--- src/rtl/multicycle_ctrl_if.sv ---
// -----------------------------------------------------------------------------
// multicycle_ctrl_if
//   Bundle between the multicycle control FSM and its datapath/memory.
//   master : the controller (consumes op/mem_ready, drives all controls)
//   slave  : the datapath side (drives op/mem_ready, consumes controls)
//   Signals:
//     op[6:0]            opcode field of the instruction register
//     mem_ready          memory handshake, completes an access when mem_req=1
//     mem_req, AdrSrc    memory request / address select (0=PC, 1=ALUOut)
//     IRWrite, PCUpdate  IR load / unconditional PC load
//     Branch[1:0]        00 none, 01 cond branch, 10 JAL, 11 JALR
//     ALUSrcA/B, ALUOp   ALU operand selects and operation class
//     ImmSrc             immediate format (000 I, 001 S, 010 B, 011 J, 100 U)
//     ResultSrc[1:0]     00 ALUOut, 01 mem data, 10 ALU result, 11 Imm
//     RegWrite, MemWrite write enables
//     instr_done         pulse in the last cycle of a retired instruction
//     illegal            high while trapped
//     state[3:0]         debug view of the FSM state
// -----------------------------------------------------------------------------
interface multicycle_ctrl_if #(
  parameter int IMMSRC_W = 3
);
  logic [6:0]          op;
  logic                mem_ready;
  logic                mem_req;
  logic                AdrSrc;
  logic                IRWrite;
  logic                PCUpdate;
  logic [1:0]          Branch;
  logic [1:0]          ALUSrcA;
  logic [1:0]          ALUSrcB;
  logic [1:0]          ALUOp;
  logic [IMMSRC_W-1:0] ImmSrc;
  logic [1:0]          ResultSrc;
  logic                RegWrite;
  logic                MemWrite;
  logic                instr_done;
  logic                illegal;
  logic [3:0]          state;

  modport master (
    input  op, mem_ready,
    output mem_req, AdrSrc, IRWrite, PCUpdate, Branch, ALUSrcA, ALUSrcB,
           ALUOp, ImmSrc, ResultSrc, RegWrite, MemWrite, instr_done,
           illegal, state
  );

  modport slave (
    output op, mem_ready,
    input  mem_req, AdrSrc, IRWrite, PCUpdate, Branch, ALUSrcA, ALUSrcB,
           ALUOp, ImmSrc, ResultSrc, RegWrite, MemWrite, instr_done,
           illegal, state
  );
endinterface

--- src/rtl/multicycle_ctrl.sv ---
// -----------------------------------------------------------------------------
// multicycle_ctrl
//   Moore-style control FSM for a multicycle RV32-subset core. Every control
//   output is decoded from the current state; only IRWrite/PCUpdate in FETCH
//   and the completion of the memory states look at mem_ready.
//   Parameters:
//     MEM_WAIT_EN  1: memory states hold until mem_ready; 0: mem_ready ignored
//     TRAP_HALT    1: illegal opcode parks in TRAP until reset; 0: one cycle
//     IMMSRC_W     ImmSrc width (>= 3)
//   Ports:
//     clk  rising-edge clock
//     rst  asynchronous active-high reset (forces IDLE, all outputs 0)
//     bus  master side of multicycle_ctrl_if
// -----------------------------------------------------------------------------
module multicycle_ctrl #(
  parameter bit MEM_WAIT_EN = 1'b1,
  parameter bit TRAP_HALT   = 1'b1,
  parameter int IMMSRC_W    = 3
) (
  input  logic                   clk,
  input  logic                   rst,
  multicycle_ctrl_if.master      bus
);

  localparam logic [3:0] S_IDLE     = 4'd0;
  localparam logic [3:0] S_FETCH    = 4'd1;
  localparam logic [3:0] S_DECODE   = 4'd2;
  localparam logic [3:0] S_MEMADR   = 4'd3;
  localparam logic [3:0] S_MEMREAD  = 4'd4;
  localparam logic [3:0] S_MEMWB    = 4'd5;
  localparam logic [3:0] S_MEMWRITE = 4'd6;
  localparam logic [3:0] S_EXECR    = 4'd7;
  localparam logic [3:0] S_EXECI    = 4'd8;
  localparam logic [3:0] S_ALUWB    = 4'd9;
  localparam logic [3:0] S_BRANCH   = 4'd10;
  localparam logic [3:0] S_JAL      = 4'd11;
  localparam logic [3:0] S_JALR     = 4'd12;
  localparam logic [3:0] S_LUI      = 4'd13;
  localparam logic [3:0] S_TRAP     = 4'd14;

  localparam logic [6:0] OP_LOAD   = 7'b0000011;
  localparam logic [6:0] OP_STORE  = 7'b0100011;
  localparam logic [6:0] OP_RTYPE  = 7'b0110011;
  localparam logic [6:0] OP_ITYPE  = 7'b0010011;
  localparam logic [6:0] OP_BRANCH = 7'b1100011;
  localparam logic [6:0] OP_JAL    = 7'b1101111;
  localparam logic [6:0] OP_JALR   = 7'b1100111;
  localparam logic [6:0] OP_LUI    = 7'b0110111;

  localparam logic [2:0] IMM_I = 3'b000;
  localparam logic [2:0] IMM_S = 3'b001;
  localparam logic [2:0] IMM_B = 3'b010;
  localparam logic [2:0] IMM_J = 3'b011;
  localparam logic [2:0] IMM_U = 3'b100;

  logic [3:0] state_q, state_d;
  // Load/store direction captured in DECODE so op is only looked at there.
  logic       is_store_q, is_store_d;
  logic       rdy;

  // With waiting disabled every memory access completes in its first cycle.
  assign rdy = MEM_WAIT_EN ? bus.mem_ready : 1'b1;

  always_ff @(posedge clk or posedge rst) begin
    if (rst) begin
      state_q    <= S_IDLE;
      is_store_q <= 1'b0;
    end else begin
      state_q    <= state_d;
      is_store_q <= is_store_d;
    end
  end

  // ---------------------------------------------------------------- next state
  always_comb begin
    state_d    = state_q;
    is_store_d = is_store_q;
    case (state_q)
      S_IDLE:     state_d = S_FETCH;
      S_FETCH:    if (rdy) state_d = S_DECODE;
      S_DECODE: begin
        is_store_d = (bus.op == OP_STORE);
        case (bus.op)
          OP_LOAD,
          OP_STORE:  state_d = S_MEMADR;
          OP_RTYPE:  state_d = S_EXECR;
          OP_ITYPE:  state_d = S_EXECI;
          OP_BRANCH: state_d = S_BRANCH;
          OP_JAL:    state_d = S_JAL;
          OP_JALR:   state_d = S_JALR;
          OP_LUI:    state_d = S_LUI;
          default:   state_d = S_TRAP;
        endcase
      end
      S_MEMADR:   state_d = is_store_q ? S_MEMWRITE : S_MEMREAD;
      S_MEMREAD:  if (rdy) state_d = S_MEMWB;
      S_MEMWB:    state_d = S_FETCH;
      S_MEMWRITE: if (rdy) state_d = S_FETCH;
      S_EXECR,
      S_EXECI:    state_d = S_ALUWB;
      S_ALUWB,
      S_BRANCH,
      S_LUI:      state_d = S_FETCH;
      // Jumps write the link register through ALUWB after the PC update.
      S_JAL,
      S_JALR:     state_d = S_ALUWB;
      S_TRAP:     state_d = TRAP_HALT ? S_TRAP : S_FETCH;
      // Encoding 15 (or any corrupted value) recovers through IDLE.
      default:    state_d = S_IDLE;
    endcase
  end

  // ------------------------------------------------------------------ outputs
  always_comb begin
    bus.mem_req    = 1'b0;
    bus.AdrSrc     = 1'b0;
    bus.IRWrite    = 1'b0;
    bus.PCUpdate   = 1'b0;
    bus.Branch     = 2'b00;
    bus.ALUSrcA    = 2'b00;
    bus.ALUSrcB    = 2'b00;
    bus.ALUOp      = 2'b00;
    bus.ImmSrc     = '0;
    bus.ResultSrc  = 2'b00;
    bus.RegWrite   = 1'b0;
    bus.MemWrite   = 1'b0;
    bus.instr_done = 1'b0;
    bus.illegal    = 1'b0;
    case (state_q)
      S_FETCH: begin
        // PC+4 computed during the fetch; IR and PC load only on completion.
        bus.mem_req   = 1'b1;
        bus.ALUSrcB   = 2'b10;
        bus.ResultSrc = 2'b10;
        bus.IRWrite   = rdy;
        bus.PCUpdate  = rdy;
      end
      S_DECODE: begin
        // Speculative branch target OldPC + B-imm.
        bus.ALUSrcA = 2'b01;
        bus.ALUSrcB = 2'b01;
        bus.ImmSrc  = IMMSRC_W'(IMM_B);
      end
      S_MEMADR: begin
        bus.ALUSrcA = 2'b10;
        bus.ALUSrcB = 2'b01;
        bus.ImmSrc  = is_store_q ? IMMSRC_W'(IMM_S) : IMMSRC_W'(IMM_I);
      end
      S_MEMREAD: begin
        bus.mem_req = 1'b1;
        bus.AdrSrc  = 1'b1;
      end
      S_MEMWB: begin
        bus.ResultSrc  = 2'b01;
        bus.RegWrite   = 1'b1;
        bus.instr_done = 1'b1;
      end
      S_MEMWRITE: begin
        // MemWrite stays up through wait cycles; retire only on the handshake.
        bus.mem_req    = 1'b1;
        bus.AdrSrc     = 1'b1;
        bus.MemWrite   = 1'b1;
        bus.instr_done = rdy;
      end
      S_EXECR: begin
        bus.ALUSrcA = 2'b10;
        bus.ALUOp   = 2'b10;
      end
      S_EXECI: begin
        bus.ALUSrcA = 2'b10;
        bus.ALUSrcB = 2'b01;
        bus.ALUOp   = 2'b11;
        bus.ImmSrc  = IMMSRC_W'(IMM_I);
      end
      S_ALUWB: begin
        bus.RegWrite   = 1'b1;
        bus.instr_done = 1'b1;
      end
      S_BRANCH: begin
        bus.ALUSrcA    = 2'b10;
        bus.ALUOp      = 2'b01;
        bus.Branch     = 2'b01;
        bus.instr_done = 1'b1;
      end
      S_JAL: begin
        // ALU forms OldPC + 4 for the link; target comes via Branch select.
        bus.ALUSrcA  = 2'b01;
        bus.ALUSrcB  = 2'b10;
        bus.ImmSrc   = IMMSRC_W'(IMM_J);
        bus.Branch   = 2'b10;
        bus.PCUpdate = 1'b1;
      end
      S_JALR: begin
        bus.ALUSrcA  = 2'b01;
        bus.ALUSrcB  = 2'b10;
        bus.ImmSrc   = IMMSRC_W'(IMM_I);
        bus.Branch   = 2'b11;
        bus.PCUpdate = 1'b1;
      end
      S_LUI: begin
        bus.ImmSrc     = IMMSRC_W'(IMM_U);
        bus.ResultSrc  = 2'b11;
        bus.RegWrite   = 1'b1;
        bus.instr_done = 1'b1;
      end
      S_TRAP:  bus.illegal = 1'b1;
      default: ;
    endcase
  end

  assign bus.state = state_q;

endmodule

--- src/flat_wrapper.sv ---
// flat-port wrapper written by rule: the top's interface ports become plain ports
module multicycle_ctrl_flat 
#(
  parameter bit MEM_WAIT_EN = 1'b1,
  parameter bit TRAP_HALT   = 1'b1,
  parameter int IMMSRC_W    = 3
)
  (clk, rst, bus_op, bus_mem_ready, bus_mem_req, bus_AdrSrc, bus_IRWrite, bus_PCUpdate, bus_Branch, bus_ALUSrcA, bus_ALUSrcB, bus_ALUOp, bus_ImmSrc, bus_ResultSrc, bus_RegWrite, bus_MemWrite, bus_instr_done, bus_illegal, bus_state);
  multicycle_ctrl_if #(.IMMSRC_W(IMMSRC_W)) bus_i ();
  input  logic clk;
  input  logic rst;
  input wire logic [$bits(bus_i.op)-1:0] bus_op;
  input wire logic [$bits(bus_i.mem_ready)-1:0] bus_mem_ready;
  output wire logic [$bits(bus_i.mem_req)-1:0] bus_mem_req;
  output wire logic [$bits(bus_i.AdrSrc)-1:0] bus_AdrSrc;
  output wire logic [$bits(bus_i.IRWrite)-1:0] bus_IRWrite;
  output wire logic [$bits(bus_i.PCUpdate)-1:0] bus_PCUpdate;
  output wire logic [$bits(bus_i.Branch)-1:0] bus_Branch;
  output wire logic [$bits(bus_i.ALUSrcA)-1:0] bus_ALUSrcA;
  output wire logic [$bits(bus_i.ALUSrcB)-1:0] bus_ALUSrcB;
  output wire logic [$bits(bus_i.ALUOp)-1:0] bus_ALUOp;
  output wire logic [$bits(bus_i.ImmSrc)-1:0] bus_ImmSrc;
  output wire logic [$bits(bus_i.ResultSrc)-1:0] bus_ResultSrc;
  output wire logic [$bits(bus_i.RegWrite)-1:0] bus_RegWrite;
  output wire logic [$bits(bus_i.MemWrite)-1:0] bus_MemWrite;
  output wire logic [$bits(bus_i.instr_done)-1:0] bus_instr_done;
  output wire logic [$bits(bus_i.illegal)-1:0] bus_illegal;
  output wire logic [$bits(bus_i.state)-1:0] bus_state;
  assign bus_i.op = bus_op;
  assign bus_i.mem_ready = bus_mem_ready;
  assign bus_mem_req = bus_i.mem_req;
  assign bus_AdrSrc = bus_i.AdrSrc;
  assign bus_IRWrite = bus_i.IRWrite;
  assign bus_PCUpdate = bus_i.PCUpdate;
  assign bus_Branch = bus_i.Branch;
  assign bus_ALUSrcA = bus_i.ALUSrcA;
  assign bus_ALUSrcB = bus_i.ALUSrcB;
  assign bus_ALUOp = bus_i.ALUOp;
  assign bus_ImmSrc = bus_i.ImmSrc;
  assign bus_ResultSrc = bus_i.ResultSrc;
  assign bus_RegWrite = bus_i.RegWrite;
  assign bus_MemWrite = bus_i.MemWrite;
  assign bus_instr_done = bus_i.instr_done;
  assign bus_illegal = bus_i.illegal;
  assign bus_state = bus_i.state;
  multicycle_ctrl #(.MEM_WAIT_EN(MEM_WAIT_EN), .TRAP_HALT(TRAP_HALT), .IMMSRC_W(IMMSRC_W)) u_core (.clk(clk), .rst(rst), .bus(bus_i));
endmodule
--- config.mk ---
export PLATFORM = sky130hd
export DESIGN_NAME = multicycle_ctrl_flat
export DESIGN_NICKNAME = d
export VERILOG_FILES = /design/src/rtl/multicycle_ctrl_if.sv /design/src/rtl/multicycle_ctrl.sv /design/src/flat_wrapper.sv
export SDC_FILE = /design/constraint.sdc
export NUM_CORES = 1
export LEC_CHECK = 0
export BUFFER_PORTS_ARGS = -buffer_cell sky130_fd_sc_hd__buf_2
export CORE_MARGIN = 3
export CORE_UTILIZATION = 44
export DETAILED_ROUTE_END_ITERATION = 6
export GPL_ROUTABILITY_DRIVEN = 0
export PLACE_DENSITY_LB_ADDON = 0.2
export SLEW_MARGIN = 10
export SYNTH_ARGS = -nofsm -noshare
export SYNTH_HDL_FRONTEND = slang
export SYNTH_SLANG_ARGS = --single-unit
--- constraint.sdc ---
create_clock -name clk -period 1.5 [get_ports clk]
set_input_delay 0.3 -clock clk [delete_from_list [all_inputs] [get_ports clk]]
set_output_delay 0.3 -clock clk [all_outputs]
set_load 0.01 [all_outputs]
==> impl_metrics.json, run 1 <==
{
  "ys_seq_elements": 5,
  "power_leakage_nw": 0.614,
  "drive_above_1_share": 0.583,
  "io_buffers": 34,
  "status": "finished with violations",
  "rsz0062_at_grt": "true",
  "postSynthCellCount": 99,
  "yosysTopAreaCell": "dfrtp_1",
  "violations": "setup timing",
  "worstSetupStartpointType": "register",
  "vdd_ir_drop_max_uv": 1110,
  "overflow": 0,
  "num_rows": 13,
  "hold_viol_final": 0,
  "num_io_pins": 35,
  "yosys.cell_types.count": 32,
  "hold_path.class": "in -> reg",
  "cts-buffers-inserted": 3,
  "dieArea_um2": 2030,
  "ys_async_sr_fraction": 1.00,
  "ys_seq_area_frac": 0.187,
  "drc": 0,
  "crit_arrival_ns": 1.47,
  "yosys.area.top_type_share": 0.187,
  "clock_latency_ns": 0.25,
  "antenna_found_initial": 0,
  "syn_area_um2": 669,
  "drt_pass1_iterations": 4,
  "cp_slowest_stage_delay_ns": 0.49,
  "synth_edf_count": 0,
  "synth_common_cells": "nor2_1, nand2_1, nand2b_1",
  "die_x_um": 45.0,
  "coreArea_um2": 1370,
  "fin_cells": 171,
  "cp_max_fo": 8,
  "clk_path_buf_depth": 2,
  "nFillCells": 82,
  "ys_warn_count": 0,
  "worst_slew_pin_slew_ns": 0.383,
  "ant_nets": 0,
  "crit_chain": "buf_6 > xor2_2 > o22ai_1 > buf_2",
  "place_ws_ns": 0.0487,
  "max-slew-margin-rel": 0.741,
  "crit_path_end_kind": "output port",
  "die_y_um": 45.0,
  "clock-root-buffer": "clkbuf_4",
  "finalMaxSlewViolations": 0,
  "min_period_over_period": 1.18,
  "cts_tree": "built",
  "avgRoutedWirePerCell_um": 17.8,
  "yosys-top-cells-area": "dfrtp_1, nor2_1, nand2b_1, nand2_1, o22ai_1",
  "cts_max_level": 1,
  "p_per_area_nw_per_um2": 1850,
  "avgSynthCellArea_um2": 6.76,
  "via_per_inst": 6.10,
  "syn2layout_area_growth_pct": 77.6,
  "placedCellCount": 149,
  "setup_ws_ns": -0.272,
  "min_period_ns": 1.77,
  "cp.required_ns": 1.20,
  "grt_max_degree": 10,
  "skew_ns": 0.000659,
  "synth_fp_nets": 109,
  "dr_total_vias": 1043,
  "grt_pass1_wl_um": 4290,
  "grt_use_total": 0.291,
  "initialDrtViolationCount": 54,
  "num_antenna_cells": 0,
  "nets": 167,
  "cap_viol_max_count": 0,
  "max_freq_mhz": 564,
  "critPathKind": "reg -> out",
  "yosysMostFrequentCell": "nor2_1",
  "setup_viol": 19,
  "initial_core_util": 0.490,
  "cts.sinks": 5,
  "synth_flop_cell": "dfrtp_1",
  "wl_um": 3050,
  "clk_pin_slew_worst_paths_ns": 0.05,
  "worst_path_max_delay_cell": "dfrtp_2",
  "place_hpwl_um": 1530,
  "grt_pass1_vias": 918
}
==> timing repair <==
action,CTS,global route
gates resized for setup,26,8
setup buffers,11,4
hold buffers,1,0
endpoints found under the setup margin,19,20
pin swaps,4,5
gates cloned,1,1
hold endpoints to repair,5,0
==> stage by stage <==
step	area [um2]	total power, mW	hold slack [ns]	util	TNS, ns
final	1190	2.20	0.417	0.870	-1.90
after global routing	1190	2.31	0.436	0.870	-2.86
after CTS	1120	1.95	0.427	0.822	-0.738
after detailed placement	896	1.40	0.201	0.656	0
after global placement	896	1.38	0.207	0.656	0
after floorplan	674	0.971	0.0785	-	0
==> registers in the layout, summed over array words and instances, names as in the netlist <==
name and cells:
u_core.bus.state 4, u_core.is_store_q 1
==> routing by layer <==
| metal | up-vias | share of wire | global-route usage |
|---|---|---|---|
| met1 | 479 | 0.36 | 0.362 |
| met3 | 17 | 0.11 | 0.0438 |
| met2 | 88 | 0.48 | 0.489 |
| li1 | 459 | - | - |
| met5 | - | 0 | 0 |
| met4 | 0 | 0.052 | 0.135 |
==> worst max-delay path: cells and delay by family, from the launching register on <==
| family | cells | cell delay (ns) |
|---|---|---|
| buffers and inverters | 2 | 0.37 |
| DFF | 1 | 0.49 |
| xor gates and xnor gates | 1 | 0.15 |
| AOI/OAI and AO/OA | 1 | 0.20 |
==> path summary, 6_finish.rpt <==
kind / start / to / slack [ns] / cells after the start
worst min register to register: u_core.is_store_q$_DFFE_PP0P_ / u_core.is_store_q$_DFFE_PP0P_ / 0.56 / 2
worst max register to register: u_core.bus.state[2]$_DFFE_PP0P_ / u_core.bus.state[1]$_DFFE_PP0P_ / 0.04 / 3
max in group asynchronous: rst / u_core.bus.state[3]$_DFFE_PP0P_ / 0.75 / 3
worst min-delay path: bus_op[5] / u_core.is_store_q$_DFFE_PP0P_ / 0.42 / 3
worst max-delay path: u_core.bus.state[3]$_DFFE_PP0P_ / bus_ALUSrcA[0] / -0.27 / 4
min in group asynchronous: rst / u_core.is_store_q$_DFFE_PP0P_ / 0.56 / 3
==> area by class of cell <==
cell class / instances / area, um2 / share of cell area
sequential: 5 / 130 / 0.109
inverter: 5 / 18.8 / 0.0158
multi-input combinational: 81 / 594 / 0.500
tap: 15 / 18.8 / 0.0158
clock buffer: 4 / 26.3 / 0.0221
timing repair buffer: 61 / 400 / 0.337
==> where the power goes <==
| group | internal [mW] | switching (mW) |
|---|---|---|
| Combinational | 0.850 | 0.869 |
| Sequential | 0.195 | 0.112 |
| Clock | 0.102 | 0.0704 |
==> cells by family (layout without fill, tap and decap cells) <==
kind of cell / count (synthesis) / after routing / share of synthesized area
and+or+nand+nor: 53 / 53 / 0.419
AOI/OAI and AO/OA: 24 / 24 / 0.258
buffers and inverters: 13 / 70 / 0.0804
DFF: 5 / 5 / 0.187
xor gates and xnor gates: 3 / 3 / 0.0393
muxes: 1 / 1 / 0.0168
==> cell usage in the layout (no fill, tap or decap), types with 2 or more instances in the layout <==
master,count
buf_2,36
buf_4,16
nor2_1,14
nand2_1,9
buf_6,8
nand2b_4,7
inv_1,5
dfrtp_2,4
nand3b_1,3
a21oi_1,3
o22ai_1,3
o21ai_1,3
clkbuf_4,3
nand2b_1,2
nor3_1,2
o31ai_1,2
a211oi_2,2
xor2_1,2
or2_1,2
o21ai_0,2
nor2_2,2
nand2_2,2
o22ai_2,2
o21a_1,2
Note: power is estimated with default switching activity, not from simulation.
==> run 2: changes to the inputs <==
--- a/config.mk
+++ b/config.mk
@@ -10,7 +10,8 @@
 export CORE_UTILIZATION = 44
 export DETAILED_ROUTE_END_ITERATION = 6
 export GPL_ROUTABILITY_DRIVEN = 0
-export PLACE_DENSITY_LB_ADDON = 0.2
+export HOLD_SLACK_MARGIN = 0.1
+export PLACE_DENSITY = 0.81
 export SLEW_MARGIN = 10
 export SYNTH_ARGS = -nofsm -noshare
 export SYNTH_HDL_FRONTEND = slang
==> run 2 against run 1 <==
  * The run still ends with setup timing left
  * Clock-buffer cell count unchanged
  * Flip-flop and latch count unchanged
  * Maximum frequency increased by 8.8%
  * Cell area shrank 6.7%
  * Non-clock buffer count is 9 lower
  * Via count decreased by 12%
  * Clock power down 9.9%
  * Combinational power down 11%
  * Clock skew rose by 0.0010 ns
  * Routed wire length is 22% lower
  * Highest routed layer unchanged
==> impl_metrics.json, run 2 (same netlist as run 1, synthesis figures left out) <==
{
  "regToRegSetupSlack_ns": 0.08,
  "grt_pass1_wl_um": 3480,
  "overflow": 0,
  "drc": 0,
  "clock-root-buffer": "clkbuf_4",
  "nets": 158,
  "worst_slew_pin_slew_ns": 0.480,
  "vdd_ir_drop_max_uv": 924,
  "wl_met1_um": 916,
  "num_io_pins": 35,
  "crit_path_end_kind": "output port",
  "final_common_cell": "buf_2",
  "worstSetupStartpointType": "register",
  "cts-buffers-inserted": 3,
  "crit_arrival_ns": 1.33,
  "initial_core_util": 0.490,
  "seq_power_share": 0.140,
  "syn2layout_area_growth_pct": 65.6,
  "grt_use_total": 0.232,
  "num_rows": 13,
  "drive_above_1_share": 0.517,
  "dr_wl_met3_um": 153,
  "cts.sinks": 5,
  "rsz0062_at_grt": "true",
  "max_freq_mhz": 614,
  "place_hpwl_um": 1620,
  "hold_path.class": "in -> reg",
  "switching_share": 0.467,
  "violations": "setup timing",
  "min_period_ns": 1.63,
  "dr_wl_met2_um": 1290,
  "ant_nets": 0,
  "antenna_found_initial": 0,
  "clock_latency_ns": 0.24,
  "clk_pin_slew_worst_paths_ns": 0.04,
  "skew_ns": 0.00168,
  "die_x_um": 45.0,
  "largest_reg_flops": 4,
  "cts_tree": "built",
  "fin_cells": 162,
  "clk_path_buf_depth": 2,
  "hold_viol_final": 0,
  "critPathKind": "reg -> out",
  "p_total_mw": 1.96,
  "dr_total_vias": 914,
  "worstHoldStart": "bus_op[5]",
  "min_period_over_period": 1.09,
  "dieArea_um2": 2030,
  "dr.max_layer_used": "met4",
  "reg2reg_depth": 3,
  "placedCellCount": 152,
  "cts_max_level": 1,
  "p_per_area_nw_per_um2": 1770,
  "setup_ws_ns": -0.129,
  "wl_um": 2390,
  "reg2reg_to": "u_core.bus.state[0]$_DFFE_PP0P_",
  "r2r-start": "u_core.bus.state[2]$_DFFE_PP0P_",
  "comb_power_share": 0.781,
  "via_per_inst": 5.64,
  "cap_viol_max_count": 0,
  "status": "finished with violations",
  "grt_max_degree": 12,
  "cp-startpoint": "u_core.bus.state[3]$_DFFE_PP0P_",
  "p_int_mw": 1.04,
  "io_buffers": 34,
  "max-slew-margin-rel": 0.679,
  "num_antenna_cells": 0,
  "layout_common_cells": "buf_2, nor2_1, buf_6",
  "nFillCells": 85,
  "pwr-share-clk": 0.079,
  "initialDrtViolationCount": 15,
  "power_leakage_nw": 0.570,
  "finalMaxSlewViolations": 0,
  "avgRoutedWirePerCell_um": 14.7,
  "coreArea_um2": 1370,
  "endpoint": "bus_ImmSrc[1]",
  "cp_max_fo": 6,
  "die_y_um": 45.0,
  "drt_pass1_iterations": 4,
  "grt_pass1_vias": 825,
  "p_switching_mw": 0.914,
  "cp.required_ns": 1.20,
  "setup_viol": 15
}
==> run 2: area by class of cell <==
| cell class | count | area (um2) | share of cell area |
|---|---|---|---|
| Multi-Input combinational cell | 81 | 562 | 0.507 |
| Timing Repair Buffer | 52 | 355 | 0.321 |
| Sequential cell | 5 | 128 | 0.115 |
| Clock buffer | 4 | 26.3 | 0.0237 |
| Inverter | 5 | 18.8 | 0.0169 |
| Tap cell | 15 | 18.8 | 0.0169 |
==> run 2: what timing repair did <==
action,in CTS,in global routing
pin swaps,1,5
endpoints found under the setup margin,17,21
resized for setup,13,20
buffers inserted,3,2
hold buffers,1,0
hold endpoints to repair,5,0
==> run 2: worst min-delay path by stage <==
stage | end | slack, ns | cells after the start
final | u_core.is_store_q$_DFFE_PP0P_ | 0.43 | 3
after detailed placement | u_core.is_store_q$_DFFE_PP0P_ | 0.20 | 2
after global routing | u_core.is_store_q$_DFFE_PP0P_ | 0.42 | 3
after CTS | u_core.is_store_q$_DFFE_PP0P_ | 0.43 | 3
after global placement | u_core.bus.state[3]$_DFFE_PP0P_ | 0.20 | 2
after floorplan | u_core.bus.state[0]$_DFFE_PP0P_ | 0.08 | 1
==> run 2: stage by stage <==
step           hold WS, ns  setup slack [ns]  TNS [ns]  cell area, um2  utilization
3_5_place_dp         0.201            0.0663         0             918        0.672
4_1_cts              0.433           -0.0884    -0.576            1030        0.751
6_report             0.435            -0.129     -1.04            1110        0.811
3_3_place_gp         0.200            0.0913         0             918        0.672
2_1_floorplan       0.0785            0.0125         0             674            -
5_1_grt              0.423            -0.184     -2.19            1110        0.811
==> run 2: layer usage <==
| metal | track usage | vias up |
|---|---|---|
| li1 | - | 446 |
| met1 | 0.258 | 417 |
| met2 | 0.418 | 47 |
| met3 | 0.0438 | 4 |
| met4 | 0.111 | 0 |
| met5 | 0 | - |
==> run 2: worst max-delay path: stages, from the launching register on <==
cell     delay [ns]
dfrtp_2        0.48
buf_6          0.16
xor2_1         0.15
nor2_1         0.14
buf_2          0.17
==> run 2: power by group through the flow <==
stage,Sequential [mW],Clock (mW),Combinational (mW)
floorplan,0.252,0,0.718
global placement,0.236,0,1.18
detailed placement,0.238,0,1.21
CTS,0.258,0.156,1.34
global route,0.282,0.176,1.64
finish,0.274,0.155,1.53
